**config.mk**
```make
export PLATFORM = sky130hd
export DESIGN_NAME = mem_port_arbiter
export DESIGN_NICKNAME = d
export VERILOG_FILES = /design/src/rtl/mem_port_arbiter.sv
export SDC_FILE = /design/constraint.sdc
export NUM_CORES = 1
export LEC_CHECK = 0
export CAP_MARGIN = 40
export CORE_AREA = 2 2 540 542
export CTS_CLUSTER_DIAMETER = 100
export DETAILED_ROUTE_END_ITERATION = 10
export DIE_AREA = 0 0 542 544
export SLEW_MARGIN = 20
export SYNTH_ARGS = -nofsm -noshare
export SYNTH_HDL_FRONTEND = slang
export SYNTH_SLANG_ARGS = --single-unit
```
**constraint.sdc**
```tcl
create_clock -name clk_i -period 43.5 [get_ports clk_i]
set_input_delay 10.875 -clock clk_i [delete_from_list [all_inputs] [get_ports clk_i]]
set_output_delay 10.875 -clock clk_i [all_outputs]
set_load 0.02 [all_outputs]
```
**src/rtl/mem_port_arbiter.sv**
```systemverilog
// Backing-memory port arbiter: round-robin between I-refill and D-refill/write-back,
// with grant-time latching of the request and a BUSY watchdog abort.
module mem_port_arbiter #(
  parameter int pAddrWidth = 32,
  parameter int pBlockBits = 256,
  parameter int pTimeout   = 63
) (
  input  logic                  clk_i,
  input  logic                  rst_i,
  input  logic                  i_req_i,
  input  logic [pAddrWidth-1:0] i_addr_i,
  output logic                  i_ack_o,
  output logic                  i_err_o,
  output logic [pBlockBits-1:0] i_data_o,
  input  logic                  d_req_i,
  input  logic                  d_write_ctrl_i,
  input  logic [pAddrWidth-1:0] d_addr_i,
  input  logic [pBlockBits-1:0] d_write_data_i,
  output logic                  d_ack_o,
  output logic                  d_err_o,
  output logic [pBlockBits-1:0] d_data_o,
  output logic                  mem_enable_o,
  output logic                  mem_write_ctrl_o,
  output logic [pAddrWidth-1:0] mem_addr_o,
  output logic [pBlockBits-1:0] mem_write_data_o,
  input  logic                  mem_ack_i,
  input  logic [pBlockBits-1:0] mem_read_data_i,
  output logic                  busy_o
);

  typedef enum logic [2:0] {
    IDLE,
    BUSY_I,
    BUSY_D,
    RESP_I,
    RESP_D
  } state_e;

  localparam logic [7:0] TmoLast = 8'(pTimeout - 1);

  state_e                state_q, state_d;
  logic                  last_d_q, last_d_d;
  logic [7:0]            cnt_q, cnt_d;
  logic [pAddrWidth-1:0] addr_q, addr_d;
  logic [pBlockBits-1:0] wdata_q, wdata_d;
  logic                  wctrl_q, wctrl_d;
  logic [pBlockBits-1:0] idata_q, idata_d;
  logic [pBlockBits-1:0] ddata_q, ddata_d;
  logic                  ierr_q, ierr_d;
  logic                  derr_q, derr_d;
  logic                  sel_d;
  logic                  hit_tmo;

  // D wins when alone, or on contention when I had the previous grant.
  assign sel_d   = d_req_i & (~i_req_i | ~last_d_q);
  assign hit_tmo = (cnt_q == TmoLast);

  always_comb begin
    state_d  = state_q;
    last_d_d = last_d_q;
    cnt_d    = cnt_q;
    addr_d   = addr_q;
    wdata_d  = wdata_q;
    wctrl_d  = wctrl_q;
    idata_d  = idata_q;
    ddata_d  = ddata_q;
    ierr_d   = ierr_q;
    derr_d   = derr_q;
    unique case (state_q)
      IDLE: begin
        if (i_req_i | d_req_i) begin
          state_d  = sel_d ? BUSY_D : BUSY_I;
          last_d_d = sel_d;
          cnt_d    = '0;
          addr_d   = sel_d ? d_addr_i : i_addr_i;
          wctrl_d  = sel_d & d_write_ctrl_i;
          wdata_d  = sel_d ? d_write_data_i : '0;
        end
      end
      BUSY_I: begin
        cnt_d = cnt_q + 8'd1;
        if (mem_ack_i) begin
          idata_d = mem_read_data_i;
          ierr_d  = 1'b0;
          state_d = RESP_I;
        end else if (hit_tmo) begin
          idata_d = '0;
          ierr_d  = 1'b1;
          state_d = RESP_I;
        end
      end
      BUSY_D: begin
        cnt_d = cnt_q + 8'd1;
        if (mem_ack_i) begin
          ddata_d = mem_read_data_i;
          derr_d  = 1'b0;
          state_d = RESP_D;
        end else if (hit_tmo) begin
          ddata_d = '0;
          derr_d  = 1'b1;
          state_d = RESP_D;
        end
      end
      RESP_I, RESP_D: state_d = IDLE;
      default:        state_d = IDLE;
    endcase
  end

  always_ff @(posedge clk_i or posedge rst_i) begin
    if (rst_i) begin
      state_q  <= IDLE;
      last_d_q <= 1'b0;
      cnt_q    <= '0;
      addr_q   <= '0;
      wdata_q  <= '0;
      wctrl_q  <= 1'b0;
      idata_q  <= '0;
      ddata_q  <= '0;
      ierr_q   <= 1'b0;
      derr_q   <= 1'b0;
    end else begin
      state_q  <= state_d;
      last_d_q <= last_d_d;
      cnt_q    <= cnt_d;
      addr_q   <= addr_d;
      wdata_q  <= wdata_d;
      wctrl_q  <= wctrl_d;
      idata_q  <= idata_d;
      ddata_q  <= ddata_d;
      ierr_q   <= ierr_d;
      derr_q   <= derr_d;
    end
  end

  assign busy_o           = (state_q != IDLE);
  assign mem_enable_o     = (state_q == BUSY_I) | (state_q == BUSY_D);
  assign mem_write_ctrl_o = wctrl_q;
  assign mem_addr_o       = addr_q;
  assign mem_write_data_o = wdata_q;
  assign i_ack_o          = (state_q == RESP_I);
  assign d_ack_o          = (state_q == RESP_D);
  assign i_err_o          = i_ack_o & ierr_q;
  assign d_err_o          = d_ack_o & derr_q;
  assign i_data_o         = idata_q;
  assign d_data_o         = ddata_q;

endmodule

```
Word level (Yosys, flattened, before mapping)
Cells that the tools add are included.

storage, ports and cells
  flip-flop bits (word level) = 815
  bits of input ports = 582
  logic and storage cells = 53

cells by class
  add/subtract/negate cells = 1
  eq/ne operators = 8
  multiplexer cells = 15
  bitwise operators = 9
  reduce and logical (&&, ||, !) cells = 10

operators with widths
  kind                                                 count
  2-to-1 mux 256 bit                                   3
  2-to-1 mux 32 bit                                    1
  case mux 8 bit (2 select lines)                      1
  2-to-1 mux 3 bit                                     5
  case mux 3 bit (3 select lines)                      1
  adder 8 x 1 -> 8 bit, second input constant          1
  equality test 8 x 6 -> 1 bit, second input constant  1
  2-to-1 mux 8 bit                                     1
  AND reduction 2 bit                                  4
  equality test 3 x 2 -> 1 bit, second input constant  2
  inequality test 3 bit, second input constant         2
  AND 1 bit                                            4
  nonzero test 2 bit                                   2
  equality test 3 x 1 -> 1 bit, second input constant  1
  equality test 3 bit, second input constant           1
  logical NOT 3 bit                                    1
  bitwise OR 1 bit                                     3
  AND reduction 3 bit                                  1
  nonzero test 3 bit                                   1
  2-to-1 mux 1 bit                                     2
  2-to-1 mux 2 bit                                     1
  inequality test 2 bit, second input constant         1
  NOT 1 bit                                            2
  OR reduction 2 bit                                   1

Depth between registers and ports, before layout
  depth in word-level cells = 6
  gate-level depth with buffers = 8
  depth with buffers taken out = 5

Worst setup path after synthesis
Ideal clock, no wire load.

  path kind = register to output
  start = reg state_q[2]
  end = out d_err_o
  arrival = 1581 ps
  data required time = 32625 ps
  setup slack = 31044 ps
  cell stages (with the launch flop) = 4
  path buffers = 1
  path through = dfrtp_1 > clkbuf_1 > nor3b_1 > and2_1

on the way
  longest elaborated chain between the ends = 2

ends and longest elaborated chain
  item                      RTL line  source
  start: declaration        41        state_e state_q, state_d;
  start signal: assignment  122       state_q <= state_d;
  equality test 3 bit       141       assign d_ack_o = (state_q == RESP_D);
  net d_ack_o               19        output logic d_ack_o,
  AND 1 bit                 143       assign d_err_o = d_ack_o & derr_q;
  end: declaration          20        output logic d_err_o,

The timed path passes the listed nets, and every way through them passes these cells.

Worst setup path after layout
  start = in d_req_i
  end = reg wdata_q[161], in the netlist mem_write_data_o[161]

on the way
  longest elaborated chain between the ends = 2
  elaborated cells on any way between the ends = 4

ends and longest elaborated chain
  item                                                              RTL line  source
  start: declaration                                                15        input logic d_req_i,
  AND 1 bit / bitwise OR 1 bit (equally long branches)              55, 71
  2-to-1 mux 256 bit / AND reduction 2 bit (equally long branches)  n/a
  end signal: assignment                                            126       wdata_q <= wdata_d;
  end: declaration                                                  45        logic [pBlockBits-1:0] wdata_q, wdata_d;

Several ways; a longest one is shown, not always the timed one.
A chain may end at the register's enable or synchronous reset.

==> impl_results.md <==
- Status: complete, no violations
- CP Max Fanout: 62
- Hold bufs inserted after CTS: 0
- Dpl hpwl: between 200000 and 250000 um
- Die X: around 540 um
- Synthesis-stage register bit count: slightly above 800
- Clock Path Buffers: 4
- Tcrit/Tclk final: around 32%
- Final hold vios: 0
- Peak Freq: between 0.07 and 0.08 GHz
- Cts bufs inserted: ~110
- Final Util: 19.2%
- Post-Syn Instances: 3020
- CP endpoint kind: flip-flop
- Count of different cell masters after synthesis: 38
- First-pass GRT wire length: about 320000 um
- Port bufs: roughly 1400
- Most frequent cells in the layout: clkdlybuf4s50_1, dfrtp_1, o21ai_0
- Skew final: 53.4 ps
- Syn. warnings: 0
- Vias in the first global route: 30900
- CP Class: in -> reg
- Starting density of the core: between 10% and 20%
- GRT Resource Usage Total: approximately 16%
- Pre-antenna DRT Iters: 7
- Final antenna-violating net count: 0
- GRT overflow: 0
- Cell area after layout: between 0.05 and 0.06 sq mm
- Async SR Flop Fraction: 100%
- Total number of vias: 31700
- Min-delay worst type: reg -> reg
- Setup Fix Bufs, Post-CTS: 0
- Initial antenna violation count: around 170
- Setup Viol. Count Final: 0
- Core area: between 0.2 and 0.3 sq mm
- CTS Sinks: 815
- Cell area after synthesis: 0.0333 sq mm
- Rel. slew slack: between 20% and 30%
- Clock root buffer master: clkbuf_16
- Worst Tran Pin Value: ~1100 ps
- Site Rows: slightly below 200
- Placed cell areas: roughly 0.05 sq mm
- Routed via count divided by cell count: 3.84
- Worst VDD drop: roughly 0.000043 V
- Area Growth Syn to Fin: 66.4%
- Die Ht: around 540 um
- Startpoint types: input port
- Post-Route WL: around 250000 um
- Yosys top cell area share: between 60% and 70%
- Largest net degree at the start of global routing: around 150
- Static leakage: approximately 0.024 uW
- Met3 routed WL: roughly 34000 um
- Met1 wire length: slightly above 100000 um
- Final setup TNS: 0 ps
- RSZ-0062 raised after global routing: no
- CTS resizes: 0
- DRC errors left: 0
- Top sig layer: met5
- Top_reg_cell synth: dfrtp_1
- Clock Latency Late Sink: between 700 and 800 ps
- Synth top area cells: dfrtp_1, a22oi_1, o21ai_0, a22o_1, inv_1
- Min Clock Period, post-route: approximately 14000 ps
- WP data required: 44180 ps
- Pwr Density: roughly 89 mW/mm^2
- Max Slew Vio Count: 0
- Fin nets: between 4000 and 5000
- Register area share after synthesis: 61.2%
- Reg clk slew, reported paths: approximately 60 ps
- Share of layout cells above drive strength 1: 5.59%
- Commonest non-fill, non-tap cell in the layout: clkdlybuf4s50_1
- Die ar.: around 0.29 sq mm
- Number of synthesized flops with an enable pin: 0
- # IOs: 1389
- Gpl congestion: 0.978
- Met2 Wirelength: ~110000 um
- Synth area leader: dfrtp_1
- Routed len/inst: between 30 and 40 um
- CP arrival: between 10000 and 15000 ps
- H-tree depth: 3
- Initial DRC count: 2824
- CTS tree: done
- Syn nets: roughly 3600
- Avg Inst Size Synth: ~11 sq um
- Maximum Capacitance Violations: 0
==> flip-flops by register name, summed over array words and instances, names as in the netlist <==
register          cells
mem_write_data_o    256
cnt_q                 8
derr_q                1
state_q               3
ierr_q                1
d_data_o            256
last_d_q              1
mem_addr_o           32
mem_write_ctrl_o      1
i_data_o            256
==> per-layer routing <==
metal,track usage [%],up-vias
met2,24.9,1792
met1,19.4,16000
met3,9.13,419
li1,-,13400
met4,5.63,82
met5,0,-
==> through the flow <==
step	setup WS [ps]	hold WS, ps	power, uW	cells
final	29390	501	4920	8267
after global routing	29270	510	5160	8230
after CTS	29350	502	4970	8211
after global placement	28220	456	3950	7994
after detailed placement	28560	488	4010	8011
after floorplan	9730	440	2540	3020
==> worst max-delay path, stage by stage <==
cell             delay, ps
clkdlybuf4s50_1        630
a21boi_4               220
buf_4                  500
nor2b_4                640
buf_16                 240
buf_4                  580
buf_4                  450
buf_16                 300
a22o_1                 200
==> cells by family (layout without fill, tap and decap cells) <==
| kind of cell | count (synthesis) | in the layout | share of synthesized area, % |
|---|---|---|---|
| compound gates | 1366 | 1366 | 27.3 |
| flops | 815 | 815 | 61.2 |
| buf+inv | 765 | 2164 | 9.57 |
| mux | 36 | 36 | 1.08 |
| simple gates | 35 | 35 | 0.710 |
| fa+ha+maj | 2 | 2 | 0.0751 |
| xor+xnor | 1 | 1 | 0.0263 |
| other cells | 0 | 48 | 0 |
==> power breakdown <==
group / internal [uW] / total [uW] / switching, uW
logic: 1060 / 2530 / 1470
registers: 1130 / 1470 / 340
clock network: 537 / 922 / 385
==> layout make-up <==
| class | instances | area [sq um] |
|---|---|---|
| Timing Repair Buffer | 1449 | 14800 |
| Clock inverter | 47 | 500 |
| Fill cell | 31400 | 234000 |
| Multi-Input combinational cell | 1440 | 9810 |
| Inverter | 515 | 1940 |
| Tap cell | 3800 | 4750 |
| Antenna cell | 48 | 120 |
| Clock buffer | 153 | 3110 |
| Sequential cell | 815 | 20400 |
==> path summary, 6_finish.rpt <==
check	cells after the start	end	slack, ps	from
worst max register to register	9	i_data_o[210]	39250	cnt_q[0]
worst min register to register	1	mem_write_data_o[207]	500	mem_write_data_o[207]
min in group asynchronous	2	d_data_o[42]	10480	rst_i
max in group asynchronous	7	i_data_o[118]	30510	rst_i
worst min-delay path	1	mem_write_data_o[207]	500	mem_write_data_o[207]
worst max-delay path	9	mem_write_data_o[161]	29390	d_req_i
==> Yosys cell counts, types with 2 or more instances <==
library cell,count
o21ai_0,574
inv_1,515
nor3b_1,5
a22o_1,257
nor2_1,5
or3_1,2
or3b_1,2
dfrtp_1,815
nand2b_1,2
ha_1,2
and2_1,3
nand3_1,2
and3b_1,2
clkbuf_1,103
o21ai_1,10
mux2i_1,36
a22oi_1,512
a21o_1,2
or4_1,2
buf_1,3
nor4bb_1,2
o31ai_1,2
a31oi_1,2
buf_2,122
buf_6,22
a21oi_1,4
No activity file was read; power rests on OpenSTA's default activity.
